--- config.mk ---
export PLATFORM = sky130hd
export DESIGN_NAME = detect_nms
export DESIGN_NICKNAME = d
export VERILOG_FILES = /design/src/rtl/detect_nms_pkg.sv /design/src/rtl/detect_nms.sv
export SDC_FILE = /design/constraint.sdc
export NUM_CORES = 1
export LEC_CHECK = 0
export CAP_MARGIN = 10
export CELL_PAD_IN_SITES_DETAIL_PLACEMENT = 1
export CELL_PAD_IN_SITES_GLOBAL_PLACEMENT = 1
export CORE_MARGIN = 5
export CORE_UTILIZATION = 56
export CTS_CLUSTER_DIAMETER = 60
export DETAILED_ROUTE_END_ITERATION = 10
export GPL_ROUTABILITY_DRIVEN = 0
export HOLD_SLACK_MARGIN = 0.03
export PLACE_DENSITY = 0.95
export SYNTH_ARGS = -nofsm -noshare
export SYNTH_HDL_FRONTEND = slang
export SYNTH_SLANG_ARGS = --single-unit
export TNS_END_PERCENT = 20
--- constraint.sdc ---
create_clock -name clk -period 19.15 [get_ports clk]
set_input_delay 3.83 -clock clk [delete_from_list [all_inputs] [get_ports clk]]
set_output_delay 3.83 -clock clk [all_outputs]
set_load 0.01 [all_outputs]
--- src/rtl/detect_nms_pkg.sv ---
// rtl/detect_nms_pkg.sv - shared width helpers and detection FSM state type
package detect_nms_pkg;

    typedef enum logic [1:0] {
        ST_COLLECT = 2'd0,
        ST_COMPARE = 2'd1,
        ST_FLUSH   = 2'd2,
        ST_DONE    = 2'd3
    } nms_state_t;

    // Coordinate width for an axis of n pixels; never narrower than one bit.
    function automatic int pos_width(input int n);
        return (n > 1) ? $clog2(n) : 1;
    endfunction

endpackage

--- src/rtl/detect_nms.sv ---
// rtl/detect_nms.sv - per-frame non-maximum suppression of detection positions
module detect_nms
    import detect_nms_pkg::*;
#(
    parameter int IMG_WIDTH  = 45,
    parameter int IMG_HEIGHT = 45,
    parameter int MAX_DET    = 16,
    parameter int RADIUS     = 4,
    localparam int W_X       = pos_width(IMG_WIDTH),
    localparam int W_Y       = pos_width(IMG_HEIGHT),
    localparam int W_CNT     = $clog2(MAX_DET + 1)
) (
    input  logic               clk,
    input  logic               rst,
    input  logic               din_valid,
    output logic               din_ready,
    input  logic [W_Y+W_X-1:0] din_data,
    input  logic               frame_end_valid,
    output logic               frame_end_ready,
    output logic               dout_valid,
    input  logic               dout_ready,
    output logic [W_Y+W_X-1:0] dout_data,
    output logic               dout_eot,
    output logic               done,
    output logic [W_CNT-1:0]   done_count,
    output logic               overflow
);

    localparam int W_IDX              = pos_width(MAX_DET);
    localparam int W_D                = W_Y + W_X;
    localparam logic [31:0] RAD       = 32'(RADIUS);
    localparam logic [W_CNT-1:0] CMAX = W_CNT'(MAX_DET);

    nms_state_t       r_state;
    logic [W_D-1:0]   r_mem [MAX_DET];
    logic [W_D-1:0]   r_cand;
    logic [W_IDX-1:0] r_idx;
    logic [W_CNT-1:0] r_count;
    logic             r_ovf;
    logic             r_dout_valid;
    logic             r_dout_eot;
    logic             r_done;
    logic [W_CNT-1:0] r_done_count;
    logic             r_overflow;

    logic [W_D-1:0]   w_entry;
    logic [W_X-1:0]   w_cx, w_ex, w_dx;
    logic [W_Y-1:0]   w_cy, w_ey, w_dy;
    logic             w_match;
    logic [W_CNT-1:0] w_cnt_m1;
    logic             w_last;
    logic             w_wr_en;
    logic [W_IDX-1:0] w_wr_addr;
    logic [W_D-1:0]   w_wr_data;

    assign w_entry  = r_mem[r_idx];
    assign w_cx     = r_cand[W_X-1:0];
    assign w_cy     = r_cand[W_D-1:W_X];
    assign w_ex     = w_entry[W_X-1:0];
    assign w_ey     = w_entry[W_D-1:W_X];
    // Subtract smaller from larger so the distance never wraps.
    assign w_dx     = (w_cx >= w_ex) ? (w_cx - w_ex) : (w_ex - w_cx);
    assign w_dy     = (w_cy >= w_ey) ? (w_cy - w_ey) : (w_ey - w_cy);
    assign w_match  = (32'(w_dx) <= RAD) && (32'(w_dy) <= RAD);
    assign w_cnt_m1 = r_count - 1'b1;
    assign w_last   = (W_CNT'(r_idx) == w_cnt_m1);

    assign w_wr_en   = !rst && (((r_state == ST_COLLECT) && din_valid && (r_count == '0)) ||
                                ((r_state == ST_COMPARE) && !w_match && w_last && (r_count < CMAX)));
    assign w_wr_addr = (r_state == ST_COLLECT) ? '0 : r_count[W_IDX-1:0];
    assign w_wr_data = (r_state == ST_COLLECT) ? din_data : r_cand;

    assign din_ready       = (r_state == ST_COLLECT);
    assign frame_end_ready = (r_state == ST_COLLECT) && !din_valid;
    assign dout_valid      = r_dout_valid;
    assign dout_data       = w_entry;
    assign dout_eot        = r_dout_eot;
    assign done            = r_done;
    assign done_count      = r_done_count;
    assign overflow        = r_overflow;

    always_ff @(posedge clk) begin
        if (w_wr_en) begin
            r_mem[w_wr_addr] <= w_wr_data;
        end
    end

    always_ff @(posedge clk) begin
        if (rst) begin
            r_state      <= ST_COLLECT;
            r_cand       <= '0;
            r_idx        <= '0;
            r_count      <= '0;
            r_ovf        <= 1'b0;
            r_dout_valid <= 1'b0;
            r_dout_eot   <= 1'b0;
            r_done       <= 1'b0;
            r_done_count <= '0;
            r_overflow   <= 1'b0;
        end else begin
            r_done       <= 1'b0;
            r_done_count <= '0;
            r_overflow   <= 1'b0;
            case (r_state)
                ST_COLLECT: begin
                    if (din_valid) begin
                        r_cand <= din_data;
                        r_idx  <= '0;
                        if (r_count == '0) begin
                            r_count <= W_CNT'(1);
                        end else begin
                            r_state <= ST_COMPARE;
                        end
                    end else if (frame_end_valid) begin
                        r_idx <= '0;
                        if (r_count != '0) begin
                            r_state      <= ST_FLUSH;
                            r_dout_valid <= 1'b1;
                            r_dout_eot   <= (r_count == W_CNT'(1));
                        end else begin
                            r_state      <= ST_DONE;
                            r_done       <= 1'b1;
                            r_done_count <= r_count;
                            r_overflow   <= r_ovf;
                        end
                    end
                end
                ST_COMPARE: begin
                    if (w_match) begin
                        r_state <= ST_COLLECT;
                    end else if (w_last) begin
                        if (r_count < CMAX) begin
                            r_count <= r_count + 1'b1;
                        end else begin
                            r_ovf <= 1'b1;
                        end
                        r_state <= ST_COLLECT;
                    end else begin
                        r_idx <= r_idx + 1'b1;
                    end
                end
                ST_FLUSH: begin
                    if (dout_ready) begin
                        if (r_dout_eot) begin
                            r_dout_valid <= 1'b0;
                            r_dout_eot   <= 1'b0;
                            r_state      <= ST_DONE;
                            r_done       <= 1'b1;
                            r_done_count <= r_count;
                            r_overflow   <= r_ovf;
                        end else begin
                            r_idx      <= r_idx + 1'b1;
                            r_dout_eot <= ((W_CNT'(r_idx) + W_CNT'(1)) == w_cnt_m1);
                        end
                    end
                end
                ST_DONE: begin
                    r_count <= '0;
                    r_ovf   <= 1'b0;
                    r_state <= ST_COLLECT;
                end
                default: r_state <= ST_COLLECT;
            endcase
        end
    end

endmodule

==> run_summary.xml <==
<?xml version="1.0" encoding="UTF-8"?>
<metrics>
  <group name="clocking">
    <metric name="ctsHoldBuffers" unit="">0</metric>
    <metric name="cts.sinks" unit="">229</metric>
    <metric name="post_cts_resized" unit="">0</metric>
    <metric name="tritoncts_clock_tree" unit="">done</metric>
    <metric name="cts.htree.levels" unit="">1</metric>
    <metric name="clock_latency" unit="ns">0.52</metric>
    <metric name="cts_buffers" unit="">24</metric>
    <metric name="number_of_setup_buffers_added_after_cts" unit="">0</metric>
    <metric name="clock-root-buffer" unit="">clkbuf_16</metric>
    <metric name="clk_path_buf_depth" unit="">3</metric>
    <metric name="clk_transition_reported_paths" unit="ns">0.07</metric>
  </group>
  <group name="global_routing">
    <metric name="first_pass_grt_wire_length" unit="mm">46.17</metric>
    <metric name="combined_global_route_utilization_of_all_metal_layers" unit="%">28.61</metric>
    <metric name="grt_max_degree" unit="">49</metric>
    <metric name="number_of_global_route_vias_before_repair" unit="">7105</metric>
    <metric name="globalRoute.totalOverflow" unit="">0</metric>
    <metric name="initial_antenna_violation_count" unit="">0</metric>
  </group>
  <group name="flow_run">
    <metric name="maxCapViolations" unit="">0</metric>
  </group>
  <group name="placed_design">
    <metric name="buffer_ports.inserted" unit="">39</metric>
    <metric name="dp_hpwl" unit="mm">17.66</metric>
    <metric name="dpl_cell_area" unit="mm2">0.01096</metric>
  </group>
  <group name="cells_and_area">
    <metric name="antenna_cells_inserted" unit="">0</metric>
    <metric name="post_route_cells_drive_above_1_share" unit="%">19.86</metric>
    <metric name="syn2layout_area_growth" unit="%">15.81</metric>
    <metric name="finish.net_count" unit="">770</metric>
    <metric name="design_area" unit="mm2">0.01184</metric>
  </group>
  <group name="detailed_routing">
    <metric name="avgRoutedWirePerCell" unit="um">31.73</metric>
    <metric name="routed_wirelength" unit="mm">30.75</metric>
    <metric name="ant_nets" unit="">0</metric>
    <metric name="route.vias.total" unit="">6719</metric>
    <metric name="post_drt_via_cell_ratio" unit="">6.934</metric>
    <metric name="drt_pass1_iterations" unit="">5</metric>
    <metric name="drc_errors" unit="">0</metric>
    <metric name="drt_iter0_drc" unit="">826</metric>
  </group>
  <group name="power_and_ir_drop">
    <metric name="power_density" unit="mW/mm2">144.7</metric>
    <metric name="ir_worst_vdd" unit="mV">0.1177</metric>
    <metric name="power.leakage" unit="nW">3.946</metric>
  </group>
  <group name="timing">
    <metric name="period_share" unit="%">47.51</metric>
    <metric name="post-route-min-period" unit="ns">9.097</metric>
    <metric name="report.final.setup_viol" unit="">0</metric>
    <metric name="final-hold-violation-count" unit="">0</metric>
    <metric name="timing.max_slew.rel_slack" unit="%">14.09</metric>
    <metric name="max_freq" unit="MHz">109.9</metric>
    <metric name="grt_setup_unrepaired" unit="">false</metric>
    <metric name="holdWs" unit="ns">0.4723</metric>
    <metric name="worst-slew-pin-transition" unit="ns">1.280</metric>
    <metric name="tns" unit="ns">0</metric>
    <metric name="final.setup_skew" unit="ns">0.01007</metric>
    <metric name="finalMaxSlewViolations" unit="">0</metric>
  </group>
  <group name="floorplanning">
    <metric name="io_pins" unit="">40</metric>
    <metric name="fp.coreArea" unit="mm2">0.01796</metric>
    <metric name="initial_utilization" unit="%">56.93</metric>
    <metric name="die_height" unit="um">145.1</metric>
    <metric name="die_area" unit="mm2">0.02107</metric>
    <metric name="placement_rows" unit="">49</metric>
    <metric name="die_width" unit="um">145.1</metric>
  </group>
  <group name="logic_synthesis">
    <metric name="syn_area_per_cell" unit="um2">15.36</metric>
    <metric name="most_area_consuming_cells_after_synthesis" unit="">edfxtp_1 (56%), mux4_2 (13%), dfxtp_1 (7.2%)</metric>
    <metric name="synth_fp_nets" unit="">713</metric>
    <metric name="synthFlopType" unit="">edfxtp_1</metric>
    <metric name="asyncSetResetFlopFracSynth" unit="%">0</metric>
    <metric name="synth_top_area_share" unit="%">56.37</metric>
    <metric name="synth.yosys.seq_area_share" unit="%">63.62</metric>
    <metric name="synth_top_cell_by_area" unit="">edfxtp_1</metric>
    <metric name="ys_warn_count" unit="">0</metric>
    <metric name="yosys.cell_types.count" unit="">65</metric>
    <metric name="ys_ff_latch" unit="">229</metric>
    <metric name="synth_cells" unit="">666</metric>
    <metric name="synth_edf_count" unit="">192</metric>
    <metric name="syn_area" unit="mm2">0.01023</metric>
  </group>
  <group name="min_path">
    <metric name="worst_hold_path_type" unit="">reg -&gt; reg</metric>
  </group>
  <group name="worst_setup_path">
    <metric name="crit_fanout" unit="">4</metric>
    <metric name="setup.worst_path.class" unit="">in -&gt; out</metric>
    <metric name="end_kind" unit="">output pin</metric>
    <metric name="critPathLaunchType" unit="">primary input</metric>
    <metric name="timing.critical_path.arrival" unit="ns">5.27</metric>
    <metric name="endpoint_required_time_on_the_critical_path" unit="ns">15.32</metric>
  </group>
  <group name="outcome">
    <metric name="status" unit="">finished, final reports clean</metric>
  </group>
</metrics>
-- critical path: stages --
cell             delay, ns
clkdlybuf4s50_1       0.48
nor2b_1               0.34
clkdlybuf4s50_1       0.62
-- path summary, 6_finish.rpt --
check | start | endpoint | slack [ns] | cells past startpoint
min reg2reg | r_ovf | overflow | 0.47 | 1
min | r_ovf | overflow | 0.47 | 1
max reg2reg | flip-flop | r_mem[4][6] | 12.97 | 14
max | din_valid | frame_end_ready | 10.05 | 3
-- Yosys cell counts, drive strengths merged, types with 4 or more instances --
library cell / n
nor4: 4
buf: 10
clkbuf: 22
and2: 7
a31oi: 5
xnor2: 8
or3: 9
o21a: 6
nand3: 10
inv: 39
nor2: 26
nor2b: 7
xor2: 6
mux2i: 4
mux4: 60
ha: 30
o21ai: 31
a211oi: 4
nand2b: 8
nand2: 50
dfxtp: 37
edfxtp: 192
a21oi: 29
nor3: 11
o2111ai: 4
-- layout by cell type, fill, tap and decap left out, types with 25 or more instances in the layout --
| master | synthesis | final |
|---|---|---|
| nand2_1 | 50 | 50 |
| a21oi_1 | 27 | 27 |
| nor2_1 | 26 | 26 |
| dfxtp_1 | 37 | 35 |
| inv_1 | 39 | 39 |
| edfxtp_1 | 192 | 192 |
| ha_1 | 30 | 30 |
| clkdlybuf4s50_1 | 0 | 39 |
| clkbuf_16 | 0 | 25 |
| mux4_2 | 60 | 60 |
-- per-layer routing --
layer,global-route usage (%),up-vias,share of wire [%]
li1,-,2709,-
met1,36.82,3374,35
met2,47.72,488,49
met3,5.613,148,9.9
met4,12.41,0,5.5
met5,0,-,0
-- cells by family after synthesis --
kind of cell | Yosys count | synth area share [%]
and+or+nand+nor | 144 | 7.034
AOI/OAI and AO/OA | 112 | 7.708
DFF | 229 | 63.62
adders and majority gates | 30 | 3.670
muxes | 66 | 13.82
buffers and inverters | 71 | 2.765
xor gates and xnor gates | 14 | 1.382
-- power by group --
| part | internal, W | switching [W] |
|---|---|---|
| clock | 0.000299 | 0.000200 |
| combinational | 0.000215 | 0.000341 |
| sequential | 0.000613 | 0.0000457 |
-- registers in the layout, summed over array words and instances (netlist names), named ones only --
name and cells:
r_ovf 1, r_state 2, r_idx 4, done 1, r_mem 192, done_count 5
overflow 1, r_count 5, dout_valid 1, r_cand 12, dout_eot 1
-- final cells by class --
type | instances | area, um2
tap | 229 | 286.5
fill | 1574 | 6120
sequential | 229 | 6511
timing repair buffer | 63 | 586.8
clock inverter | 12 | 180.2
inverter | 39 | 146.4
multi-input combinational | 366 | 3472
clock buffer | 31 | 660.6
-- through the flow --
stage | cells | util, % | total power [W] | worst slack, ns
2_1_floorplan | 666 | - | 0.001011 | 11.23
3_3_place_gp | 922 | 60.99 | 0.001131 | 10.24
3_5_place_dp | 922 | 60.99 | 0.001179 | 10.16
4_1_cts | 965 | 65.68 | 0.001700 | 10.09
5_1_grt | 969 | 65.93 | 0.001774 | 10.05
6_report | 969 | 65.93 | 0.001714 | 10.05
(Power assumes the default switching activity.)
